File: config.mk
export PLATFORM = sky130hd
export DESIGN_NAME = dma_bus_arbiter
export DESIGN_NICKNAME = d
export VERILOG_FILES = /design/src/rtl/dma_bus_arbiter.sv
export SDC_FILE = /design/constraint.sdc
export NUM_CORES = 1
export LEC_CHECK = 0
export CELL_PAD_IN_SITES_DETAIL_PLACEMENT = 1
export CELL_PAD_IN_SITES_GLOBAL_PLACEMENT = 2
export CORE_ASPECT_RATIO = 2
export CORE_MARGIN = 2
export CORE_UTILIZATION = 34
export CTS_CLUSTER_DIAMETER = 120
export DETAILED_ROUTE_END_ITERATION = 16
export PLACE_DENSITY = 0.83
export SYNTH_ARGS = -nofsm -noshare
export SYNTH_HDL_FRONTEND = slang
export SYNTH_SLANG_ARGS = --single-unit
File: constraint.sdc
create_clock -name nCLK -period 2.4 [get_ports nCLK]
set_clock_uncertainty 0.1 [all_clocks]
set_input_delay 0.24 -clock nCLK [delete_from_list [all_inputs] [get_ports nCLK]]
set_output_delay 0.24 -clock nCLK [all_outputs]
set_load 0.01 [all_outputs]
File: src/rtl/dma_bus_arbiter.sv
`default_nettype none
// ============================================================================
// dma_bus_arbiter: SCSI DMA bus tenure sequencer (BR/BG/BGACK, bounded bursts).
// Optional cycle watchdog enabled by defining DMA_TENURE_WDT_EN.   Rev 1.0
// ============================================================================
module dma_bus_arbiter #(
  parameter int MAX_BURST  = 4,
  parameter int HOLDOFF    = 2,
  parameter int WDT_CYCLES = 64
) (
  input  logic nCLK,
  input  logic RST,
  input  logic DMAENA,
  input  logic DMADIR,
  input  logic FLUSHFIFO,
  input  logic FIFOFULL,
  input  logic FIFOEMPTY,
  input  logic aBG_,
  input  logic aAS_,
  input  logic aBGACK_,
  input  logic CYC_DONE,
  output logic BR,
  output logic OWN,
  output logic CYC_REQ,
  output logic WDT_ERR
);

  localparam logic [2:0] ST_IDLE  = 3'd0;
  localparam logic [2:0] ST_REQ   = 3'd1;
  localparam logic [2:0] ST_GWAIT = 3'd2;
  localparam logic [2:0] ST_OWN   = 3'd3;
  localparam logic [2:0] ST_REL   = 3'd4;
  localparam logic [2:0] ST_HOFF  = 3'd5;

  localparam logic [3:0] MAX_BEATS = 4'(MAX_BURST);
  localparam logic [7:0] HOLD_LAST = 8'(HOLDOFF - 1);

  logic [2:0] state;
  logic [1:0] bg_sync;
  logic [1:0] as_sync;
  logic [1:0] bgack_sync;
  logic       s_bg;
  logic       s_as;
  logic       s_bgack;
  logic [3:0] beat_cnt;
  logic [3:0] beat_cnt_nxt;
  logic [7:0] hold_cnt;
  logic       busy;
  logic       busy_nxt;
  logic       beat_done;
  logic       burst_over;
  logic       start;
  logic       more;
  logic       br_q;
  logic       own_q;
  logic       cyc_req_q;
  logic       wdt_trip;
  logic       wdt_err_flag;

  // Bus pins are asynchronous; synchronisers idle at the negated (high) level.
  always_ff @(posedge nCLK) begin
    if (RST) begin
      bg_sync    <= 2'b11;
      as_sync    <= 2'b11;
      bgack_sync <= 2'b11;
    end else begin
      bg_sync    <= {bg_sync[0], aBG_};
      as_sync    <= {as_sync[0], aAS_};
      bgack_sync <= {bgack_sync[0], aBGACK_};
    end
  end

  assign s_bg    = bg_sync[1];
  assign s_as    = as_sync[1];
  assign s_bgack = bgack_sync[1];

  assign start = DMAENA & (DMADIR ? (FIFOFULL | (FLUSHFIFO & ~FIFOEMPTY)) : FIFOEMPTY);
  assign more  = DMAENA & (DMADIR ? ~FIFOEMPTY : ~FIFOFULL);

  assign beat_done    = busy & CYC_DONE;
  assign beat_cnt_nxt = (beat_done && (beat_cnt != MAX_BEATS)) ? beat_cnt + 4'd1 : beat_cnt;
  assign busy_nxt     = busy & ~CYC_DONE & ~wdt_trip;
  assign burst_over   = (beat_cnt_nxt == MAX_BEATS) | ~more | wdt_trip;

`ifdef DMA_TENURE_WDT_EN
  localparam int WDT_W = (WDT_CYCLES > 1) ? $clog2(WDT_CYCLES) : 1;
  localparam logic [WDT_W-1:0] WDT_LAST = WDT_W'(WDT_CYCLES - 1);

  logic [WDT_W-1:0] wdt_cnt;

  assign wdt_trip = (state == ST_OWN) & busy & ~CYC_DONE & (wdt_cnt == WDT_LAST);

  always_ff @(posedge nCLK) begin
    if (RST) begin
      wdt_cnt      <= '0;
      wdt_err_flag <= 1'b0;
    end else begin
      if ((state == ST_OWN) && busy && !CYC_DONE) begin
        wdt_cnt <= wdt_cnt + WDT_W'(1);
      end else begin
        wdt_cnt <= '0;
      end
      if (wdt_trip) begin
        wdt_err_flag <= 1'b1;
      end
    end
  end
`else
  assign wdt_trip     = 1'b0;
  assign wdt_err_flag = 1'b0;
`endif

  always_ff @(posedge nCLK) begin
    if (RST) begin
      state     <= ST_IDLE;
      br_q      <= 1'b0;
      own_q     <= 1'b0;
      cyc_req_q <= 1'b0;
      busy      <= 1'b0;
      beat_cnt  <= 4'd0;
      hold_cnt  <= 8'd0;
    end else begin
      cyc_req_q <= 1'b0;
      case (state)
        ST_IDLE: begin
          if (start && !wdt_err_flag) begin
            state <= ST_REQ;
            br_q  <= 1'b1;
          end
        end
        ST_REQ: begin
          if (!start) begin
            state <= ST_IDLE;
            br_q  <= 1'b0;
          end else if (!s_bg) begin
            state <= ST_GWAIT;
          end
        end
        ST_GWAIT: begin
          if (!DMAENA) begin
            state <= ST_IDLE;
            br_q  <= 1'b0;
          end else if (s_bg) begin
            state <= ST_REQ;
          end else if (s_as && s_bgack) begin
            state    <= ST_OWN;
            own_q    <= 1'b1;
            br_q     <= 1'b0;
            beat_cnt <= 4'd0;
            busy     <= 1'b0;
          end
        end
        ST_OWN: begin
          beat_cnt <= beat_cnt_nxt;
          busy     <= busy_nxt;
          // A completing beat is judged with its own increment, so no extra request slips out.
          if (!busy_nxt && burst_over) begin
            state <= ST_REL;
            own_q <= 1'b0;
          end else if (!busy_nxt) begin
            cyc_req_q <= 1'b1;
            busy      <= 1'b1;
          end
        end
        ST_REL: begin
          hold_cnt <= 8'd0;
          state    <= (HOLDOFF == 0) ? ST_IDLE : ST_HOFF;
        end
        ST_HOFF: begin
          if (hold_cnt == HOLD_LAST) begin
            state <= ST_IDLE;
          end else begin
            hold_cnt <= hold_cnt + 8'd1;
          end
        end
        default: begin
          state <= ST_IDLE;
          br_q  <= 1'b0;
          own_q <= 1'b0;
          busy  <= 1'b0;
        end
      endcase
    end
  end

  assign BR      = br_q;
  assign OWN     = own_q;
  assign CYC_REQ = cyc_req_q;
  assign WDT_ERR = wdt_err_flag;

endmodule
`default_nettype wire
==> results.md <==
- Status: finished clean
- GR Util met3: 0.0202
- CTS buffer count: 3
- Number of synthesis warnings: 0
- Met1 Use GR: 0.161
- First-pass GRT wire length: 6260 µm
- Critical path class: reg2reg
- Vias: 1254
- Cts hold-fix bufs: 0
- Die ar.: 4770 µm²
- Synth Instances: 163
- Fillers: 490
- First DRT Iteration DRCs: 13
- Chip width: 49.9 µm
- Hold Crit Start: bg_sync[0]
- Post-route ant nets: 0
- Critical Path Max Stage Delay: 0.51 ns
- Ranking of synthesized cells by area: dfxtp_1 35%, nor2_1 4.7%, xor2_1 3.7%, ha_1 3.5%, o21ai_0 3.5%
- Synth unique cells: 53
- Post_cts resized: 0
- Minimum clock period: 2.03 ns
- Per-cell routed wire length: 16.1 µm
- Initial antenna violation count: 0
- Slew Viols, Final: 0
- Synth Flop Type: dfxtp_1
- Setup TNS: 0 ns
- Fmax: 0.493 GHz
- Max_cap viols: 0
- Post-layout util: 0.402
- Clk root buf: clkbuf_8
- WP buf/inv: 1
- First-pass DRT Iterations: 3
- CTS tree: yes
- Setup Viol. Count Final: 0
- Diodes inserted: 0
- Worst Max-Slew Pin Slew: 0.579 ns
- Share of flip-flops with an asynchronous set or reset: 0
- IO Count: 15
- Number of setup buffers added after CTS: 0
- Post-synth top area share: 0.350
- Seq/Total Area, Yosys: 0.350
- Reg clk slew, reported paths: 0.09 ns
- Area growth syn-to-layout: 14.9%
- Starting Density: 0.350
- Clock sink total: 25
- Delay-heaviest family, CP: compound AO/OA/AOI/OAI gates
- Mapped Area: 1430 µm²
- Peak supply drop: 338 µV
- Final critical-path share of the clock period: 0.845
- Tot GR Track Use: 0.171
- CP startpoint: hold_cnt[1]
- Share of cells above drive strength 1: 0.160
- Synth area leader: dfxtp_1
- Number of vias per cell: 5.52
- Core ar.: 4090 µm²
- Met2 Resource Use GR: 0.347
- Most common cell in the netlist: dfxtp_1
- DIE HEIGHT: 95.7 µm
- Slowest CP cell: a31oi_1
- Fin. Hold Viols: 0
- Drt total wl: 3660 µm
- Worst hold path type: reg2reg
- Syn_area_per_cell: 8.77 µm²
- Crit path arrival time: 2.07 ns
- Pleak: 0.600 nW
- Port Buf Inserts: 13
- Crit path cell chain: inv_1 -> ha_1 -> nor4b_4 -> a31oi_1 -> nand4_1 -> xor2_1 -> nor2_1
- RSZ-0062 raised after global routing: no
- Startpoint types: flip-flop
- EDFF count, synth: 0
- Flops & latches, synth: 25
- Worst-Skew Late Latency: 0.27 ns
- Post-Syn Nets: 178
- Worst-case clock buffer depth: 2
- R2r setup slk: 0.37 ns
- # H-tree levels: 1
- Placer Congestion: 0.959
- Commonest cells in the netlist: 25 x dfxtp_1, 18 x nor2_1, 10 x o21ai_0, 7 x nand4_1, 7 x nor2b_1
- Total congestion overflow: 0
- Row count: 33
- Pwr/cell area: 581 nW/µm²
- Vias in the first global route: 1340
- GRT busiest layer: met2
- Endpoint class of the critical path: flip-flop
- Largest net degree at the start of global routing: 16
- Critical-path maximum fanout: 7
- Residual DRC count: 0
- Nets: 191
- Pwr Total: 955 µW
- Hpwl dp: 2950 µm
- Relative slew margins: 0.612
- Req. time, crit path: 2.44 ns
- R2R Path Start: hold_cnt[1]
layout make-up:
type | instances | area [µm²] | area share
Clock inverter | 1 | 7.51 | 0.00457
Sequential cell | 25 | 500 | 0.305
Inverter | 3 | 11.3 | 0.00685
Timing Repair Buffer | 16 | 153 | 0.0929
Tap cell | 52 | 65.1 | 0.0396
Clock buffer | 3 | 41.3 | 0.0251
Multi-Input combinational cell | 127 | 865 | 0.526
sequential cells by signal, summed over array words and instances (netlist names):
signal	cells
BR	1
CYC_REQ	1
OWN	1
as_sync	2
beat_cnt	4
bg_sync	2
bgack_sync	2
busy	1
hold_cnt	8
state	3
kinds of logic after synthesis:
kind of cell	share of synthesized area
xor+xnor	0.0429
mux	0.0227
fa+ha+maj	0.0350
buf+inv	0.0455
compound gates	0.199
other cells	0.00262
flops	0.350
simple gates	0.302
power breakdown:
part	leakage, nW	internal (mW)	total [mW]	switching [mW]
combinational	0.375	0.113	0.229	0.116
clock	0.0217	0.118	0.254	0.137
sequential	0.203	0.436	0.472	0.0354
total	0.600	0.667	0.955	0.288
metrics by stage:
stage                     cell area, µm²  std cells  setup WS (ns)  hold slack, ns
after floorplan                     1430        163          0.649           0.244
after global placement              1590        223          0.409           0.294
after detailed placement            1590        223          0.350           0.296
after CTS                           1640        227          0.369           0.318
after global routing                1640        227          0.176           0.333
final                               1640        227          0.372           0.317
placed cells by master, fill, tap and decap left out, types with 2 or more instances in the layout:
cell and count:
a21oi_1 5, a32oi_1 2, o21ai_0 10, nand2_1 5, and3b_1 2, a21o_1 2, a31oi_1 2, clkbuf_8 3
and2_1 2, dfxtp_1 25, a311oi_1 2, nand3b_1 2, clkdlybuf4s50_1 13, or3_1 2, buf_4 3, inv_1 3
nand2_2 2, nand3_1 3, nand4_1 7, or2_2 6, nor3_1 2, ha_1 4, nor2_1 18, o21bai_1 2
nor2b_1 7, nand2b_1 3, mux2_2 2, a22oi_1 6, xor2_1 6
worst register-to-register path: cells and delay by family, from the launching register on:
kind                     cells  cell delay, ns
flip-flops                   1            0.48
adder cells (fa/ha/maj)      1            0.18
XOR/XNOR                     1            0.18
AND/OR/NAND/NOR              3            0.38
buffers and inverters        1            0.07
AO/OA/AOI/OAI                1            0.51
routing by layer:
metal / up-vias / part of all wire
met5: - / 0
met4: 0 / 0.034
met2: 19 / 0.58
met3: 9 / 0.018
met1: 621 / 0.37
li1: 605 / -
final timing paths:
path,endpoint,cells after the start
hold reg to reg,bg_sync[1],1
setup reg to reg,hold_cnt[5],7
hold / removal,bg_sync[1],1
setup / recovery,hold_cnt[5],7
No activity file was read; power rests on OpenSTA's default activity.
